[src/rtl/clk_div_ctrl.sv]
// ---------------------------------------------------------------------------
// clk_div_ctrl
//
// Run-controlled power-of-two clock divider controller. While running it
// produces a one-cycle tick once every 2^(cur_sel+1) clocks. It can also
// produce a registered 50% square wave with the same period. A new ratio is
// offered over a valid/ready handshake. It takes effect only at a period
// boundary, so no runt periods are produced. Stopping also waits for the end
// of the current period.
//
// Build option:
//   CLK_DIV_CTRL_DIVOUT_EN  defined   -> div_out square wave register is built
//                           undefined -> div_out is tied to 0
//
// Parameters:
//   WIDTH  counter width (>= 2); maximum division 2^WIDTH
//   SEL_W  width of the ratio code
//
// Ports:
//   clk        in   sole clock, rising edge
//   reset      in   asynchronous active-high reset
//   enable     in   run request (level)
//   sel_valid  in   new ratio code offered
//   sel_data   in   ratio code n, divide by 2^(n+1); codes >= WIDTH clamp
//   sel_ready  out  ratio offer can be accepted (not PENDING)
//   cur_sel    out  ratio code currently in effect
//   tick       out  one-cycle strobe at each period end
//   div_out    out  registered square wave, period 2^(cur_sel+1)
//   running    out  state is not IDLE
//   busy       out  a ratio change is pending
// ---------------------------------------------------------------------------
module clk_div_ctrl #(
   parameter int WIDTH = 8,
   parameter int SEL_W = $clog2(WIDTH)
) (
   input  logic             clk,
   input  logic             reset,
   input  logic             enable,
   input  logic             sel_valid,
   input  logic [SEL_W-1:0] sel_data,
   output logic             sel_ready,
   output logic [SEL_W-1:0] cur_sel,
   output logic             tick,
   output logic             div_out,
   output logic             running,
   output logic             busy
);

   typedef enum logic [1:0] {
      S_IDLE    = 2'd0,
      S_RUN     = 2'd1,
      S_PENDING = 2'd2
   } state_t;

   state_t           r_state;
   state_t           w_state_next;
   logic [WIDTH-1:0] r_cnt;
   logic [WIDTH-1:0] w_cnt_next;
   logic [WIDTH-1:0] w_cnt_inc;
   logic [WIDTH-1:0] w_mask;
   logic [SEL_W-1:0] r_cur_sel;
   logic [SEL_W-1:0] w_cur_sel_next;
   logic [SEL_W-1:0] r_pend_sel;
   logic [SEL_W-1:0] w_pend_sel_next;
   logic [SEL_W-1:0] w_sel_clamped;
   logic [SEL_W:0]   w_shamt;
   logic             r_tick;
   logic             w_tick_next;
   logic             w_accept;
   logic             w_terminal;

   // Handshake and status outputs decode directly from the state register.
   assign sel_ready = (r_state != S_PENDING);
   assign running   = (r_state != S_IDLE);
   assign busy      = (r_state == S_PENDING);
   assign cur_sel   = r_cur_sel;
   assign tick      = r_tick;

   assign w_accept  = sel_valid & sel_ready;
   assign w_cnt_inc = r_cnt + WIDTH'(1);

   // The shift amount is one bit wider than the code so that code WIDTH-1
   // (shift by WIDTH) yields an all-ones mask rather than overflowing.
   assign w_shamt    = {1'b0, r_cur_sel} + (SEL_W + 1)'(1);
   assign w_mask     = ~({WIDTH{1'b1}} << w_shamt);
   assign w_terminal = (r_state != S_IDLE) && ((r_cnt & w_mask) == w_mask);

   // Codes that would need more counter bits than exist select the slowest ratio.
   assign w_sel_clamped = (int'(sel_data) > WIDTH - 1) ? SEL_W'(WIDTH - 1) : sel_data;

   // -----------------------------------------------------------------------
   // Next-state logic
   // -----------------------------------------------------------------------
   always_comb begin
      w_state_next    = r_state;
      w_cnt_next      = r_cnt;
      w_cur_sel_next  = r_cur_sel;
      w_pend_sel_next = r_pend_sel;
      w_tick_next     = 1'b0;

      case (r_state)
         S_IDLE: begin
            w_cnt_next = '0;
            if (w_accept) begin
               w_cur_sel_next = w_sel_clamped;
            end
            if (enable) begin
               w_state_next = S_RUN;
            end
         end

         S_RUN: begin
            w_cnt_next = w_cnt_inc;
            if (w_terminal) begin
               w_tick_next = 1'b1;
            end
            if (w_terminal && !enable) begin
               // Stop at the period end. A ratio accepted on this same edge is
               // applied rather than dropped.
               w_state_next = S_IDLE;
               w_cnt_next   = '0;
               if (w_accept) begin
                  w_cur_sel_next = w_sel_clamped;
               end
            end else if (w_accept) begin
               // Even when accepted on a terminal edge, the new ratio waits for
               // the next terminal edge so the period just begun stays whole.
               w_pend_sel_next = w_sel_clamped;
               w_state_next    = S_PENDING;
            end
         end

         S_PENDING: begin
            w_cnt_next = w_cnt_inc;
            if (w_terminal) begin
               // Last old-ratio tick coincides with the switch; the new ratio
               // starts from a fresh count.
               w_tick_next    = 1'b1;
               w_cur_sel_next = r_pend_sel;
               w_cnt_next     = '0;
               w_state_next   = enable ? S_RUN : S_IDLE;
            end
         end

         default: begin
            w_state_next = S_IDLE;
            w_cnt_next   = '0;
         end
      endcase
   end

   always_ff @(posedge clk or posedge reset) begin
      if (reset) begin
         r_state    <= S_IDLE;
         r_cnt      <= '0;
         r_cur_sel  <= '0;
         r_pend_sel <= '0;
         r_tick     <= 1'b0;
      end else begin
         r_state    <= w_state_next;
         r_cnt      <= w_cnt_next;
         r_cur_sel  <= w_cur_sel_next;
         r_pend_sel <= w_pend_sel_next;
         r_tick     <= w_tick_next;
      end
   end

   // -----------------------------------------------------------------------
   // Optional square-wave output
   // -----------------------------------------------------------------------
`ifdef CLK_DIV_CTRL_DIVOUT_EN
   logic r_div_out;
   logic w_div_next;

   // Bit cur_sel of the upcoming count is high for the second half of each
   // period. Terminal edges and IDLE force the wave low, so every period
   // (and every restart) begins from a low level.
   always_comb begin
      w_div_next = 1'b0;
      if ((r_state != S_IDLE) && !w_terminal) begin
         w_div_next = w_cnt_inc[r_cur_sel];
      end
   end

   always_ff @(posedge clk or posedge reset) begin
      if (reset) begin
         r_div_out <= 1'b0;
      end else begin
         r_div_out <= w_div_next;
      end
   end

   assign div_out = r_div_out;
`else
   assign div_out = 1'b0;
`endif

endmodule
[config.mk]
export PLATFORM = sky130hd
export DESIGN_NAME = clk_div_ctrl
export DESIGN_NICKNAME = d
export VERILOG_FILES = /design/src/rtl/clk_div_ctrl.sv
export SDC_FILE = /design/constraint.sdc
export NUM_CORES = 1
export LEC_CHECK = 0
export ABC_AREA = 1
export CORE_MARGIN = 1.5
export CORE_UTILIZATION = 48
export DETAILED_ROUTE_END_ITERATION = 6
export PLACE_DENSITY = 0.84
export SLEW_MARGIN = 30
export SYNTH_ARGS = -nofsm -noshare
export SYNTH_HDL_FRONTEND = slang
export SYNTH_SLANG_ARGS = --single-unit
[constraint.sdc]
create_clock -name clk -period 1.7 [get_ports clk]
set_clock_uncertainty 0.1 [all_clocks]
set_input_delay 0.255 -clock clk [delete_from_list [all_inputs] [get_ports clk]]
set_output_delay 0.255 -clock clk [all_outputs]
set_load 0.01 [all_outputs]
After elaboration in Yosys (flattened, before gate mapping):

Cells that the tools add are included.

* eq/ne operators: 8
* muxes and demuxes: 15
* bitwise logic cells: 4
* shift operators: 1
* reduce and logical (&&, ||, !) cells: 10
* add/sub/neg operators: 2

Operators with widths (count)
* 8-bit 2-to-1 mux: 2
* 8-bit case mux with 2 select lines: 1
* 3-bit 2-to-1 mux: 3
* 3-bit case mux with 3 select lines: 1
* 3-bit AND reduction: 3
* 8-bit by 1-bit adder with 8-bit output (second input constant): 1
* 8-bit AND: 1
* 8-bit equality test: 1
* 2-bit 2-to-1 mux: 4
* 8-bit inverter: 1
* 8-bit by 4-bit left shift with 8-bit output (first input constant): 1
* 2-bit != test (second input constant): 3
* 2-bit case mux with 3 select lines: 1
* 3-bit by 1-bit adder with 4-bit output (second input constant): 1
* 1-bit 2-to-1 mux: 3
* 3-bit != test (second input constant): 1
* 3-bit nonzero test: 1
* 2-bit by 1-bit equality test with 1-bit output (second input constant): 1
* 2-bit equality test (second input constant): 1
* 1-bit logical AND: 2
* 2-bit logical NOT: 1
* 2-bit by 1-bit != test with 1-bit output (second input constant): 1
* 2-bit nonzero test: 1
* 2-bit OR reduction: 1
* 3 further kinds: 3

* bits in registers: 17
* logic and storage cells: 45
* output and inout port bits: 8
* bits of input ports: 7

Longest topological paths before layout:

Gate-level depths: netlist of run 1.

* word-level depth: 9
* depth in mapped cells: 12
* depth with buffers taken out: 12

Worst setup path after synthesis of run 1:

Ideal clock, no wire load.

* path kind: register to register
* from: reg r_cur_sel[0], in the netlist cur_sel[0]
* to: reg r_cnt[7]
* required time: 1479 ps
* library setup time: 121 ps
* cell stages (with the launch flop): 12
* data arrival time: 1551 ps
* clock period less this slack: 1772 ps
* setup slack: -72 ps
* path through: dfrtp_1 inv_1 ha_1 nor2_1 nor2_1 nand2_1 a21oi_2 nand3_2 nand2_4 nand2_4 nand2_8 nor2_2

* word-level cells in the longest chain between the ends: 9

Ends and longest elaborated chain
* from (decl): RTL line 61 `logic [SEL_W-1:0] r_cur_sel;`
* from (signal assigned): RTL line 162 `r_cur_sel <= w_cur_sel_next;`
* 3-bit by 1-bit adder with 4-bit output *: RTL line 84 `assign w_shamt = {1'b0, r_cur_sel} + (SEL_W + 1)'(1);`
* 8-bit by 4-bit left shift with 8-bit output *: RTL line 85 `assign w_mask = ~({WIDTH{1'b1}} << w_shamt);`
* 8-bit inverter *: RTL line 85
* 8-bit AND: RTL line 86 `assign w_terminal = (r_state != S_IDLE) && ((r_cnt & w_mask) == w_mask);`
* 8-bit equality test *: RTL line 86
* 1-bit logical AND *: RTL line 86
* 1-bit logical AND: RTL line 117 `if (w_terminal && !enable) begin`
* 8-bit 2-to-1 mux: RTL line 117
* 8-bit case mux with 2 select lines *: RTL line 101 `case (r_state)`
* named net w_cnt_next[7]: RTL line 58 `logic [WIDTH-1:0] w_cnt_next;`
* to (signal assigned): RTL line 161 `r_cnt <= w_cnt_next;`
* to (decl): RTL line 57 `logic [WIDTH-1:0] r_cnt;`

The timed path passes the listed nets; every way through them passes the cells marked *.
A chain may end at the register's enable or synchronous reset.

Final worst setup path of run 1:

* from: reg r_cur_sel[0], in the netlist cur_sel[0]
* to: reg r_state[0]

* word-level cells in the longest chain between the ends: 9

Ends and longest elaborated chain
* 3-bit by 1-bit adder with 4-bit output *: RTL line 84
* 8-bit by 4-bit left shift with 8-bit output *: RTL line 85
* 8-bit inverter *: RTL line 85
* 8-bit AND: RTL line 86
* 8-bit equality test *: RTL line 86
* 1-bit logical AND *: RTL line 86
* 1-bit logical AND: RTL line 117
* 3-bit != test (no source line) or 2-bit 2-to-1 mux (tied branches)
* 3-bit AND reduction (no source line) or 2-bit case mux with 3 select lines (tied branches)
* to (signal assigned): RTL line 160 `r_state <= w_state_next;`
* to (decl): RTL line 55 `state_t r_state;`

Every way passes the cells marked *; elsewhere a longest branch is shown, timed or not.

==> run metrics, run 1 <==
violations in the final reports=negative setup slack; count of endpoints failing hold in the final timing report=0; setup_tns=-1990 ps; Gate Count Post-Synth=140; arrival time worst endpoint=1960 ps; flip-flop cell with the highest count after synthesis=dfrtp_1; clock root buffer=clkbuf_4; total die area=2650 um^2; number of optimization iterations in the first detailed-route pass=4; initial cell density of the core=51.0%; total design power=2.31 mW; commonest non-fill, non-tap cells in the layout=nand2_1 (27), inv_1 (20), dfrtp_1 (15); fillers=189; type of the worst setup path=reg -> reg; Seq/Total Area, Yosys=37.7%; total clock sinks=17; area share of the largest cell type after synthesis=37.7%; leading post-synthesis cells by cell area=dfrtp_1 (38%), nand2_1 (10%), ha_1 (8.9%), inv_1 (7.7%), nor2_2 (5.0%); fraction of final layout cells sized beyond drive strength 1=30.3%; H-tree depth=1; worst hold-check path type=in -> async; weighted congestion at the end of routability-driven global placement=0.839; CP max stage delay=450 ps; drt via density=4.92; VDD IR-drop max=1.13 mV; post-placement worst setup slack=-85.1 ps; cell mode on critical path=nand2_2; max-cap viol count=0; Pins Over Slew Limit=0; critical path fanouts, max=5; smallest setup slack after layout=-173 ps; CP Capture Type=flop; DRC violation count after routing=0; Layout Cell Area excl Fill=1450 um^2; data required time of the critical path=1790 ps; fraction of synthesis flops using an asynchronous set or reset pin=100%; mean instance size in the synthesized netlist=8.05 um^2; detailed router's first-iteration violation count=15; via count of the first global-routing pass=955; Syn Std Cell Area=1130 um^2; CP Buf/Inv Count=1; placeable core region=2210 um^2; non-filler cells in the finished layout=193; maximum number of pins on one net before global-route repair=18; combined global-route utilization of all metal layers=20.6%; leakage power of the design=0.675 nW; routed wire length=2.49 mm; final clock period utilization by the worst path=110%; number of flops mapped to enable cells by yosys=0; P per Cell Area=1590 nW/um^2; Overflow after GRT=0; global-route wire length before repair=4.08 mm; top cell family by delay on the critical path=simple AND/OR/NAND/NOR gates; yosys warns=0; Port Buf Inserts=13; # hold bufs at CTS=0; maximum operating frequency=534 MHz; ant diodes=0; CTS tree=done; fin crit period=1870 ps; launching element type of the critical path=flop; initial antenna violation count=0; Wirelength per Cell=12.9 um; Synth Register Bits=17; Vert. Die Dim=51.5 um; antenna viol nets, final=0; number of nets in the layout=181; hpwl dp=1.86 mm; crit path cell chain=inv_2 > ha_4 > nor2_1 > nor2_1 > nand2_1 > a21oi_2 > nand2_2 > a21oi_4 > nand2_2 > nand2_2 > nand2_2; placed cells=185; Max Root-Sink Buffers=2; total number of vias=949; Die Width=51.5 um; Mapped Nets=155; Finish-stage setup viols=17; total placed instance area=1340 um^2; slowest library cell on the worst path=dfrtp_2; unrepaired setup endpoints after global routing=yes; outcome=finished, violations left; clock transition at the registers of the reported paths=110 ps; most common library cell in the layout ignoring fill and taps=nand2_1; Num CTS Buffers=3; cell type contributing the most total cell area after synthesis=dfrtp_1; insertion delay of the later-clocked pin in the worst-skew pair=290 ps; Std-Cell Rows=17; Synth cell types=23; IO Count=15; Seq. cell area=428 um^2; area overhead of the layout relative to synthesis=28.9%; area taken by multi-input logic gates=672 um^2
## state kept, by name (all words and copies together), names as in the netlist
register and flops:
tick 1, r_pend_sel 3, r_cnt 8, r_state 2, cur_sel 3
## routing by layer
| layer | GRT usage [%] | part of all wire (%) | vias to the layer above |
|---|---|---|---|
| met5 | 0 | 0 | - |
| met4 | 6.58 | 1.6 | 0 |
| met3 | 4.09 | 3.7 | 4 |
| met2 | 36.1 | 52 | 22 |
| met1 | 25.0 | 43 | 442 |
| li1 | - | - | 481 |
## cells in the mapped netlist (2+ instances only)
library cell	n
a21oi_1	3
a21oi_2	3
dfrtp_1	17
ha_1	8
inv_1	23
nand2_1	31
nand2_2	2
nand2_4	3
nand3_1	6
nand3_2	3
nand4_1	5
nor2_1	8
nor2_2	9
o21ai_0	6
xnor2_1	2
xor2_1	4
## worst min-delay path, delay by kind of cell
family	cells	cell delay, ps
buffers and inverters	3	690
## per-stage QoR
step                util, %  hold WS, ps
floorplan                 -         80.9
global placement       60.6          369
detailed placement     60.6          378
CTS                    62.8          170
global route           65.7          175
finish                 65.7          171
## logic make-up after synthesis
group | synth area share (%)
and+or+nand+nor | 33.0
AOI/OAI and AO/OA | 6.33
DFF | 37.7
buffers and inverters | 9.10
other | 0.333
xor gates and xnor gates | 4.66
adders and majority gates | 8.88
## where the power goes
| group | internal [mW] | switching, mW | leakage, nW |
|---|---|---|---|
| Clock | 0.0874 | 0.136 | 0.0177 |
| Combinational | 0.595 | 0.840 | 0.435 |
| Sequential | 0.517 | 0.131 | 0.223 |
## path summary, 6_finish.rpt
check	start	to	slack, ps	cells past startpoint
worst min-delay path	reset	r_state[0]	170	3
worst max-delay path	cur_sel[0]	r_state[0]	-170	11
worst max register to register	cur_sel[0]	r_state[0]	-170	11
worst min register to register	r_pend_sel[1]	r_pend_sel[1]	400	2
max in group asynchronous	reset	cur_sel[1]	1120	3
min in group clk	r_pend_sel[1]	r_pend_sel[1]	400	2
## what timing repair did
| item | CTS | global route |
|---|---|---|
| setup buffers | 2 | 2 |
| pin swaps | 1 | 8 |
| resized for setup | 10 | 13 |
| endpoints found under the setup margin | 21 | 20 |
## area by class of cell
cell class,count,area share [%]
Timing Repair Buffer,23,13.8
Multi-Input combinational cell,97,46.3
Tap cell,28,2.41
Sequential cell,17,29.5
Clock buffer,3,1.55
Clock inverter,1,0.345
Inverter,24,6.20
No activity file was read; power rests on OpenSTA's default activity.
==> run 2: changes to the inputs <==
--- a/config.mk
+++ b/config.mk
@@ -9,6 +9,8 @@
 export CORE_MARGIN = 1.5
 export CORE_UTILIZATION = 48
 export DETAILED_ROUTE_END_ITERATION = 6
+export HOLD_SLACK_MARGIN = 0.02
+export MAX_ROUTING_LAYER = met4
 export PLACE_DENSITY = 0.84
 export SLEW_MARGIN = 30
 export SYNTH_ARGS = -nofsm -noshare
==> constraint.sdc (replaced) <==
create_clock -name clk -period 1.7 [get_ports clk]
set_clock_uncertainty 0.1 [all_clocks]
set_input_delay 0.34 -clock clk [delete_from_list [all_inputs] [get_ports clk]]
set_output_delay 0.34 -clock clk [all_outputs]
set_load 0.01 [all_outputs]
==> run metrics, run 2 (synthesized netlist as in run 1, its figures left out) <==
outcome=finished, violations left; launching element type of the critical path=flop; combined global-route utilization of all metal layers=22.9%; IO Count=15; CTS tree=done; setup_tns=-1690 ps; Num CTS Buffers=3; initial antenna violation count=0; Most flops, register=r_cnt; initial cell density of the core=51.0%; insertion delay of the later-clocked pin in the worst-skew pair=300 ps; Pins Over Slew Limit=0; M1 WL=1.12 mm; Overflow after GRT=0; critical path fanouts, max=8; most common library cell in the layout ignoring fill and taps=nand2_1; data required time of the critical path=1790 ps; unrepaired setup endpoints after global routing=yes; area overhead of the layout relative to synthesis=30.5%; Detail Route met3 WL=84 um; ant diodes=0; P per Cell Area=1600 nW/um^2; routed wire length=2.42 mm; drt via density=4.89; total clock sinks=17; fin crit period=1850 ps; total placed instance area=1350 um^2; detailed router's first-iteration violation count=22; Max Root-Sink Buffers=2; arrival time worst endpoint=1950 ps; final clock period utilization by the worst path=109%; via count of the first global-routing pass=969; number of optimization iterations in the first detailed-route pass=4; crit path from=cur_sel[0]; hpwl dp=1.85 mm; final-layout worst hold slack=238 ps; Finish-stage setup viols=16; highest routed layer=met4; clock transition at the registers of the reported paths=100 ps; number of nets in the layout=184; maximum operating frequency=540 MHz; maximum number of pins on one net before global-route repair=18; weighted congestion at the end of routability-driven global placement=0.840; fraction of final layout cells sized beyond drive strength 1=33.3%; clock root buffer=clkbuf_4; Wirelength per Cell=12.3 um; commonest non-fill, non-tap cells in the layout=nand2_1 (29), inv_1 (20), dfrtp_1 (15); Std-Cell Rows=17; max-cap viol count=0; met2 layer wire length in the routed design=1.17 mm; leakage power of the design=0.689 nW; worst hold-check path type=in -> async; startpoint of the lowest-slack register-to-register path=cur_sel[0]; smallest setup slack after layout=-152 ps; total die area=2650 um^2; placeable core region=2210 um^2; non-filler cells in the finished layout=196; violations in the final reports=negative setup slack; utilization of the core after routing=66.5%; DRC violation count after routing=0; count of endpoints failing hold in the final timing report=0; Die Width=51.5 um; global-route wire length before repair=4.36 mm; total number of vias=958; VDD IR-drop max=1.29 mV; H-tree depth=1; CP Capture Type=flop; Port Buf Inserts=13; placed cells=186; Layout Cell Area excl Fill=1470 um^2; post-placement worst setup slack=-79.2 ps; antenna viol nets, final=0; total design power=2.36 mW; number of flip-flops under the largest register name=8; type of the worst setup path=reg -> reg; Vert. Die Dim=51.5 um
-- run 2: changes by cell type in the layout (fill, tap and decap cells not counted), sizes merged --
cell	change
buf	+3
clkdlybuf4s50	-1
clkbuf	+5
clkdlybuf4s15	-1
dlygate4sd2	-2
clkinv	-1
-- run 2: path summary, 6_finish.rpt --
path | end | slack [ps] | cells past startpoint
max in group asynchronous | cur_sel[0] | 1060 | 3
worst max register to register | r_cnt[4] | -150 | 11
worst min register to register | r_pend_sel[1] | 410 | 2
min in group clk | r_pend_sel[1] | 410 | 2
worst max-delay path | r_cnt[4] | -150 | 11
worst min-delay path | r_state[0] | 240 | 3
-- run 2: metal layers --
metal  GRT usage, %  vias to the layer above
met3           3.22                        4
met4           13.2                        0
met5              -                        -
li1               -                      489
met1           29.3                      444
met2           34.6                       21
-- run 2: critical path, cell delays in order, from the launching register on --
cell and delay, ps:
dfrtp_2 430, inv_2 60, ha_4 260, nor2_2 30, nor2_1 80, nand2_1 70
a21oi_2 180, nand3_4 140, nand2_4 130, nand2_4 80, nand2_8 130, nor2_4 50
-- run 2: area by class of cell --
| class | count | area (um^2) |
|---|---|---|
| fill | 180 | 741 |
| timing repair buffer | 26 | 209 |
| clock buffer | 4 | 26.3 |
| tap | 28 | 35.0 |
| multi-input combinational | 97 | 683 |
| inverter | 24 | 90.1 |
| sequential | 17 | 428 |
-- run 2: what timing repair did --
item / in CTS / in global routing
hold buffers: 0 / 0
gates resized for setup: 13 / 22
gates cloned: 0 / 0
buffers inserted: 4 / 2
pin swaps: 5 / 5
endpoints found under the setup margin: 22 / 21
-- run 2: report_power, final --
| group | total (mW) | internal (mW) | switching [mW] |
|---|---|---|---|
| logic | 1.51 | 0.659 | 0.852 |
| registers | 0.622 | 0.517 | 0.106 |
| clock network | 0.226 | 0.0915 | 0.134 |
| total | 2.36 | 1.27 | 1.09 |
